[src/rtl/mcu_pkg.sv]
// Shared MCU constants and types used by the fetch unit, program ROM and decoder.
package mcu_pkg;

  localparam int ADDR_W      = 11;
  localparam int INSTR_W     = 14;
  localparam int STACK_DEPTH = 8;

  typedef logic [ADDR_W-1:0]  addr_t;
  typedef logic [INSTR_W-1:0] instr_t;

  localparam instr_t NOP_INSTR = 14'h0000;

  // Next-PC source, listed from lowest to highest priority
  typedef enum logic [1:0] {
    FETCH_SEQ,
    FETCH_JUMP,
    FETCH_CALL,
    FETCH_RET
  } fetch_sel_e;

endpackage

[src/rtl/call_stack.sv]
// Circular hardware call stack with saturating occupancy and sticky overflow/underflow flags.
module call_stack
  import mcu_pkg::*;
#(
  parameter  int DEPTH = mcu_pkg::STACK_DEPTH,
  parameter  int W     = mcu_pkg::ADDR_W,
  localparam int PTR_W = $clog2(DEPTH),
  localparam int LVL_W = PTR_W + 1
) (
  input  logic             clk,
  input  logic             reset,
  input  logic             push,
  input  logic             pop,
  input  logic [W-1:0]     data_in,
  output logic [W-1:0]     data_out,
  output logic [LVL_W-1:0] lvl,
  output logic             ovf,
  output logic             unf
);

  localparam logic [PTR_W-1:0] PTR_ONE = PTR_W'(1);
  localparam logic [LVL_W-1:0] LVL_ONE = LVL_W'(1);
  localparam logic [LVL_W-1:0] LVL_MAX = LVL_W'(DEPTH);

  logic [W-1:0]     mem [DEPTH];
  logic [PTR_W-1:0] wp;

  // Top of stack sits just below the write pointer; on underflow this wraps to the oldest slot
  assign data_out = mem[wp - PTR_ONE];

  always_ff @(posedge clk or posedge reset) begin
    if (reset) begin
      wp  <= '0;
      lvl <= '0;
      ovf <= 1'b0;
      unf <= 1'b0;
      for (int i = 0; i < DEPTH; i++) begin
        mem[i] <= '0;
      end
    end else if (pop) begin
      wp <= wp - PTR_ONE;
      if (lvl == '0) begin
        unf <= 1'b1;
      end else begin
        lvl <= lvl - LVL_ONE;
      end
    end else if (push) begin
      mem[wp] <= data_in;
      wp      <= wp + PTR_ONE;
      if (lvl == LVL_MAX) begin
        ovf <= 1'b1;
      end else begin
        lvl <= lvl + LVL_ONE;
      end
    end
  end

endmodule

[src/rtl/pic_fetch_unit.sv]
// Instruction-fetch stage: PC drives the ROM address, ROM word is latched into IR,
// with goto/call/return redirects and an 8-level call stack.
module pic_fetch_unit
  import mcu_pkg::*;
#(
  parameter int                 ADDR_W      = mcu_pkg::ADDR_W,
  parameter int                 INSTR_W     = mcu_pkg::INSTR_W,
  parameter int                 STACK_DEPTH = mcu_pkg::STACK_DEPTH,
  parameter logic [INSTR_W-1:0] NOP_INSTR   = mcu_pkg::NOP_INSTR
) (
  input  logic                         clk,
  input  logic                         reset,
  input  logic                         stall,
  input  logic                         jump_en,
  input  logic                         call_en,
  input  logic                         ret_en,
  input  logic [ADDR_W-1:0]            jump_addr,
  input  logic                         flush,
  input  logic [INSTR_W-1:0]           rom_data,
  output logic [ADDR_W-1:0]            rom_addr,
  output logic [INSTR_W-1:0]           ir,
  output logic [ADDR_W-1:0]            ir_pc,
  output logic [$clog2(STACK_DEPTH):0] stack_lvl,
  output logic                         stack_ovf,
  output logic                         stack_unf
);

  localparam logic [ADDR_W-1:0] ADDR_ONE = ADDR_W'(1);

  logic [ADDR_W-1:0] pc;
  logic [ADDR_W-1:0] ret_addr;
  logic              push;
  logic              pop;
  fetch_sel_e        sel;

  always_comb begin
    sel = FETCH_SEQ;
    if (ret_en) begin
      sel = FETCH_RET;
    end else if (call_en) begin
      sel = FETCH_CALL;
    end else if (jump_en) begin
      sel = FETCH_JUMP;
    end
  end

  // Stall freezes the stack too, so push/pop are gated here rather than inside the stack
  assign push     = !stall && (sel == FETCH_CALL);
  assign pop      = !stall && (sel == FETCH_RET);
  assign rom_addr = pc;

  call_stack #(
    .DEPTH (STACK_DEPTH),
    .W     (ADDR_W)
  ) u_call_stack (
    .clk      (clk),
    .reset    (reset),
    .push     (push),
    .pop      (pop),
    .data_in  (ir_pc + ADDR_ONE),
    .data_out (ret_addr),
    .lvl      (stack_lvl),
    .ovf      (stack_ovf),
    .unf      (stack_unf)
  );

  // Any redirect replaces the word already fetched behind it with a NOP
  always_ff @(posedge clk or posedge reset) begin
    if (reset) begin
      pc    <= '0;
      ir    <= NOP_INSTR;
      ir_pc <= '0;
    end else if (!stall) begin
      ir_pc <= pc;
      unique case (sel)
        FETCH_RET: begin
          pc <= ret_addr;
          ir <= NOP_INSTR;
        end
        FETCH_CALL, FETCH_JUMP: begin
          pc <= jump_addr;
          ir <= NOP_INSTR;
        end
        default: begin
          pc <= pc + ADDR_ONE;
          ir <= flush ? NOP_INSTR : rom_data;
        end
      endcase
    end
  end

endmodule

[config.mk]
export PLATFORM = sky130hd
export DESIGN_NAME = pic_fetch_unit
export DESIGN_NICKNAME = d
export VERILOG_FILES = /design/src/rtl/mcu_pkg.sv /design/src/rtl/call_stack.sv /design/src/rtl/pic_fetch_unit.sv
export SDC_FILE = /design/constraint.sdc
export NUM_CORES = 1
export LEC_CHECK = 0
export BUFFER_PORTS_ARGS = -buffer_cell sky130_fd_sc_hd__buf_2
export CORE_MARGIN = 8
export CORE_UTILIZATION = 55
export CTS_BUF_LIST = sky130_fd_sc_hd__clkbuf_8
export CTS_CLUSTER_SIZE = 12
export DETAILED_ROUTE_END_ITERATION = 6
export PLACE_DENSITY = 0.76
export SYNTH_ARGS = -nofsm -noshare
export SYNTH_HDL_FRONTEND = slang
export SYNTH_SLANG_ARGS = --single-unit
[constraint.sdc]
create_clock -name clk -period 3.7 [get_ports clk]
set_clock_uncertainty 0.05 [all_clocks]
set_input_delay 0.37 -clock clk [delete_from_list [all_inputs] [get_ports clk]]
set_output_delay 0.37 -clock clk [all_outputs]
set_load 0.1 [all_outputs]
==> out/results.txt, run 1 <==
Largest stage delay, worst path: 0.84 ns
DR vias: 4,719
RSZ-0062 raised after global routing: no
Max H-tree Level: 4
Startpoint Class: flip-flop
register area: 3328 sq um
CP Class: reg2reg
initial drt markers: 489
Post-synth EDFFs: 0
drt total wl: 15,140 um
area of the multi-input gates: 2676 sq um
Pleak: 3.307 nW
slowest cell on the critical path: ha_1
Post-synth ARST share: 100.0%
worst hold path type: in2async
clock latency on the worst-skew pair: 0.45 ns
Layout Nets: 692
Worst-Margin Slew: 0.8498 ns
Syn-to-layout area delta: 13.29%
Port Buf Inserts: 73
PwrDens: 960.6 nW/um^2
antenna violations before repair: 0
period utilization: 74.14%
layout cell share with drive strength beyond 1: 23.49%
routability cong.: 0.8153
vias per inst: 5.848
Yosys top cell area share: 53.32%
Synth Flop Type: dfrtp_1
Setup violations, final: 0
Setup Buffers After CTS: 0
Final HPWL DP: 10,330 um
met3 wire length: 1313 um
WP data required: 3.97 ns
die area: 15,010 sq um
top sig layer: met4
clk slew on worst S/H paths: 0.07 ns
CP Cell Sequence: inv_1, ha_1, buf_4, mux4_2, a22oi_1, a21oi_1
I/O pin count: 74
all-layer global routing usage: 21.56%
CTS root buf: clkbuf_8
net count after synthesis: 627
highest ir drop seen on vdd: 0.9106 mV
Worst setup EP type: flip-flop
FF+latch count, synth: 133
fin crit period: 2.743 ns
PostCTS Resize Cnt: 0
CP Max Fanout: 18
CTS tree: built
ranking of synthesized cells by area: dfrtp_1, mux4_2, nand2_1
die extent in y: 122.5 um
largest net degree at the start of global routing: 94
most frequent cell after synthesis: dfrtp_1
post-route cell area: 7072 sq um
Starting Density: 55.62%
Final Max Tran Viols: 0
CP delay by family, top: adder cells
fmax: 364.5 MHz
Hold-fix buffers, CTS: 0
Slew HR: 42.94%
Detail Route Antenna Nets: 0
Die Width: 122.5 um
area leader, netlist: dfrtp_1
# Max-Cap Violations: 0
setup TNS: 0 ns
register area share after synthesis: 53.32%
clk buf depth: 2
Cell Area, Synth: 6242 sq um
Synth Area per Inst: 10.63 sq um
number of diodes: 0
DRC: 0
status: complete, no violations
Fill cells: 877
Area after DPL: 6715 sq um
Hold Fails Final Rpt: 0
crit path DAT: 3.01 ns
M1 wire length: 6572 um
first drt pass iteration count: 5
drt wl/cell: 18.76 um
Core Footprint: 11,220 sq um
YS warnings: 0
top post-synthesis cells by count: dfrtp_1, nand2_1, o21ai_0
Netlist cell types: 57
Syn Inst Count: 587
row count: 39
Worst Path Buf+Inv: 2
first-pass GRT wire length: 24,890 um
Clock Sinks: 133
routed wl met2: 6913 um
grt ovf: 0
CTS Buf Count: 17
Hold Slack: 0.03115 ns
number of global-route vias before repair: 4,685
-- logic make-up (layout without fill, tap and decap cells) --
group	count (synthesis)	in the layout	synth area share (%)
AOI/OAI and AO/OA	152	152	15.35
xor gates and xnor gates	18	18	2.766
muxes	42	42	10.26
and+or+nand+nor	179	179	12.81
adders and majority gates	8	8	1.604
buffers and inverters	55	132	3.888
DFF	133	133	53.32
-- cell usage in the layout (no fill, tap or decap), types with 5 or more instances in the layout --
cell	count
nor2_1	47
ha_1	8
buf_2	73
o21ai_0	54
xor2_1	8
mux2_2	16
nand3_1	17
buf_4	11
nand2_1	74
dfrtp_1	133
nor2b_1	9
clkbuf_8	21
a21oi_1	44
a22o_1	17
inv_1	21
xnor2_1	8
mux2i_1	10
mux4_2	16
a22oi_1	7
and3_1	5
nor3_1	6
-- stage by stage --
step           total power, W  std cells  utilization, %  worst slack (ns)
2_1_floorplan        0.004935        587               -             1.299
3_3_place_gp         0.005585        776           59.83            0.8746
4_1_cts              0.006791        807           63.01             1.026
5_1_grt              0.007195        807           63.01            0.7841
6_report             0.006793        807           63.01            0.9566
3_5_place_dp         0.005675        776           59.83            0.7624
-- worst reg2reg max path, delay by kind of cell, from the launching register on --
| kind | cells | cell delay, ns |
|---|---|---|
| muxes | 1 | 0.30 |
| adders and majority gates | 1 | 0.84 |
| AOI/OAI and AO/OA | 2 | 0.50 |
| buffers and inverters | 2 | 0.44 |
| DFF | 1 | 0.47 |
-- state kept, by name, indices dropped and copies added, names as in the netlist --
signal,flops
u_call_stack.lvl,4
u_call_stack.ovf,1
ir_pc,11
u_call_stack.wp,3
u_call_stack.mem,88
u_call_stack.unf,1
ir,14
rom_addr,11
-- path summary, 6_finish.rpt --
kind	startpoint	endpoint	slack, ns	cells past startpoint
setup reg to reg	u_call_stack.wp[1]$_DFFE_PP0P_	rom_addr[3]$_DFFE_PP0N_	0.96	6
setup / recovery	u_call_stack.wp[1]$_DFFE_PP0P_	rom_addr[3]$_DFFE_PP0N_	0.96	6
min in group clk	rom_data[1]	ir[1]$_DFFE_PP0N_	0.09	2
hold reg to reg	u_call_stack.unf$_DFFE_PP0P_	u_call_stack.unf$_DFFE_PP0P_	0.41	1
max in group asynchronous	reset	ir[12]$_DFFE_PP0N_	2.60	3
hold / removal	reset	ir[1]$_DFFE_PP0N_	0.03	2
-- power by group --
group | total [W] | internal (W) | switching, W | leakage, nW
Sequential | 0.00247 | 0.00200 | 0.000478 | 1.71
Combinational | 0.00321 | 0.000995 | 0.00221 | 1.39
Clock | 0.00111 | 0.000580 | 0.000531 | 0.209
Total | 0.00679 | 0.00357 | 0.00322 | 3.31
-- cell type report --
type / instances / area share [%]
Multi-Input combinational cell: 399 / 37.85
Clock buffer: 21 / 4.087
Timing Repair Buffer: 85 / 6.617
Inverter: 16 / 0.9023
Clock inverter: 10 / 0.9554
Sequential cell: 133 / 47.06
Tap cell: 143 / 2.530
-- metal layers --
| metal | vias to the layer above | global-route usage [%] |
|---|---|---|
| met5 | - | 0 |
| met4 | 0 | 8.835 |
| met3 | 33 | 6.486 |
| met2 | 181 | 32.52 |
| met1 | 2307 | 28.66 |
| li1 | 2198 | - |
Note: power is estimated with default switching activity, not from simulation.
==> run 2: changes to the inputs <==
CORE_UTILIZATION = 60   (was 55)
PLACE_DENSITY = 0.79   (was 0.76)
clock period = 2.75 ns   (was 3.7 ns; I/O delays follow)
==> run 2 against run 1 <==
  * Critical path depth increased by 2
  * Cell area increased by 3.6%
  * Register-to-register slack got worse by 0.50 ns
  * Clock-buffer cell count decreased by 4
  * First-iteration DRC count decreased by 24%
  * Non-clock buffer count increased by 24
  * Maximum frequency increased by 19%
  * Worst setup slack got worse by 0.50 ns
  * Sequential share of layout area decreased by 1.6 points
==> out/results.txt, run 2 (synthesis results as in run 1) <==
worst hold path type: in2reg
number of diodes: 0
setup TNS: 0 ns
highest ir drop seen on vdd: 0.9063 mV
drt total wl: 15,430 um
CP Cell Sequence: inv_1, ha_1, xor2_2, buf_4, mux2i_1, a22oi_1, nand3_1, a21oi_1
Psw: 0.004425 W
Worst Path Buf+Inv: 2
CP startpoint: u_call_stack.wp[1]$_DFFE_PP0P_
post-route cell area: 7326 sq um
CP Class: reg2reg
CTS tree: built
switching share of power: 47.81%
slowest cell on the critical path: dfrtp_1
routability cong.: 0.8758
FF-to-FF Start: u_call_stack.wp[1]$_DFFE_PP0P_
DR vias: 4,935
Core Footprint: 10,230 sq um
Syn-to-layout area delta: 17.36%
Inst Count DP: 779
largest net degree at the start of global routing: 38
Clock Sinks: 133
antenna violations before repair: 0
Detail Route Antenna Nets: 0
Slew HR: 46.85%
Port Buf Inserts: 73
Starting Density: 61.01%
initial drt markers: 371
period utilization: 83.52%
status: complete, no violations
die area: 13,920 sq um
WP data required: 3.09 ns
CTS root buf: clkbuf_8
Top reg by flops: u_call_stack.mem
CP delay by family, top: flip-flops
DRC: 0
grt ovf: 0
Critical Path Stages: 8
largest registers: u_call_stack.mem: 88 flops, ir: 14 flops
Layout Nets: 716
clock network power share: 16.5%
Pleak: 3.401 nW
drt wl/cell: 18.70 um
Startpoint Class: flip-flop
clk slew on worst S/H paths: 0.08 ns
FF-to-FF path depth: 8
Largest stage delay, worst path: 0.45 ns
commonest cells after routing, fill and taps aside: dfrtp_1, nand2_1, buf_2
Die Width: 118 um
CTS Buf Count: 17
commonest non-fill, non-tap cell in the layout: dfrtp_1
Hold Fails Final Rpt: 0
Final HPWL DP: 10,560 um
I/O pin count: 74
Reg2Reg Setup Slack: 0.45 ns
CP Max Fanout: 10
vias per inst: 5.982
combinational share of power: 47.8%
Worst setup EP type: flip-flop
first-pass GRT wire length: 25,750 um
Worst-Margin Slew: 0.7956 ns
all-layer global routing usage: 23.15%
RSZ-0062 raised after global routing: no
row count: 37
# Max-Cap Violations: 0
Area after DPL: 6819 sq um
clock latency on the worst-skew pair: 0.46 ns
Max H-tree Level: 4
Critical Path End: rom_addr[6]$_DFFE_PP0N_
first drt pass iteration count: 5
Hold Crit Depth: 2
Final Max Tran Viols: 0
PwrDens: 1263 nW/um^2
Setup violations, final: 0
number of global-route vias before repair: 4,800
sequential share of power: 35.7%
crit path DAT: 2.64 ns
Pint: 0.004830 W
fin crit period: 2.297 ns
layout cell share with drive strength beyond 1: 24.96%
max reg flops: 88
r2r endpoint: rom_addr[6]$_DFFE_PP0N_
fmax: 435.4 MHz
die extent in y: 118 um
clk buf depth: 2
Non-Filler Instances: 825
[run 2: cell count changes in the layout (fill, tap and decap cells not counted), sizes merged]
| cell | before | now |
|---|---|---|
| dlygate4sd3 | 0 | 14 |
| inv | 21 | 19 |
| buf | 85 | 95 |
| clkinv | 3 | 7 |
| clkinvlp | 1 | 4 |
| clkbuf | 21 | 17 |
[run 2: cell type report]
class / count / area (sq um)
flip-flops and latches: 133 / 3328
fillers: 725 / 2905
multi-input cells: 399 / 2676
repair buffers: 109 / 720.7
clock buffers: 17 / 234.0
well taps: 136 / 170.2
clock inverters: 15 / 132.6
inverters: 16 / 63.81
[run 2: worst min path at each step]
| stage | to | start |
|---|---|---|
| floorplan | ir[0]$_DFFE_PP0N_ | rom_data[0] |
| global placement | u_call_stack.unf$_DFFE_PP0P_ | u_call_stack.unf$_DFFE_PP0P_ |
| detailed placement | u_call_stack.unf$_DFFE_PP0P_ | u_call_stack.unf$_DFFE_PP0P_ |
| CTS | ir[10]$_DFFE_PP0N_ | rom_data[10] |
| global route | ir[10]$_DFFE_PP0N_ | rom_data[10] |
| finish | ir[10]$_DFFE_PP0N_ | rom_data[10] |
[run 2: stage by stage]
stage,worst slack (ns),util (%),total power (W),hold WS [ns]
after floorplan,0.3491,-,0.006640,0.3536
after global placement,0.4996,66.65,0.007558,0.3853
after detailed placement,0.4721,66.65,0.007688,0.3915
after CTS,0.5045,71.60,0.009227,0.001546
after global routing,0.3505,71.60,0.009749,0.006471
final,0.4532,71.60,0.009256,0.01326
[run 2: what timing repair did]
| item | CTS | global route |
|---|---|---|
| setup buffers | 0 | 0 |
| hold buffers | 14 | 0 |
| endpoints found under the hold margin | 42 | 0 |
| resized for setup | 0 | 0 |
[run 2: routing by layer]
layer  GRT usage, %  routed length, um
met3          6.139               1021
met5              0                  0
met4          8.487                306
met2          36.30               7198
met1          30.33               6897
[run 2: power groups by stage]
stage | Combinational (W) | Sequential (W) | Clock (W)
after detailed placement | 0.00437 | 0.00332 | 0
after global routing | 0.00472 | 0.00340 | 0.00163
after CTS | 0.00441 | 0.00328 | 0.00154
final | 0.00443 | 0.00331 | 0.00152
after global placement | 0.00429 | 0.00327 | 0
after floorplan | 0.00219 | 0.00445 | 0
[run 2: worst register-to-register path: stages (launching register included)]
cell and delay [ns]:
dfrtp_1 0.45, inv_1 0.15, ha_1 0.31, xor2_2 0.29
buf_4 0.26, mux2i_1 0.10, a22oi_1 0.29, nand3_1 0.17
a21oi_1 0.16
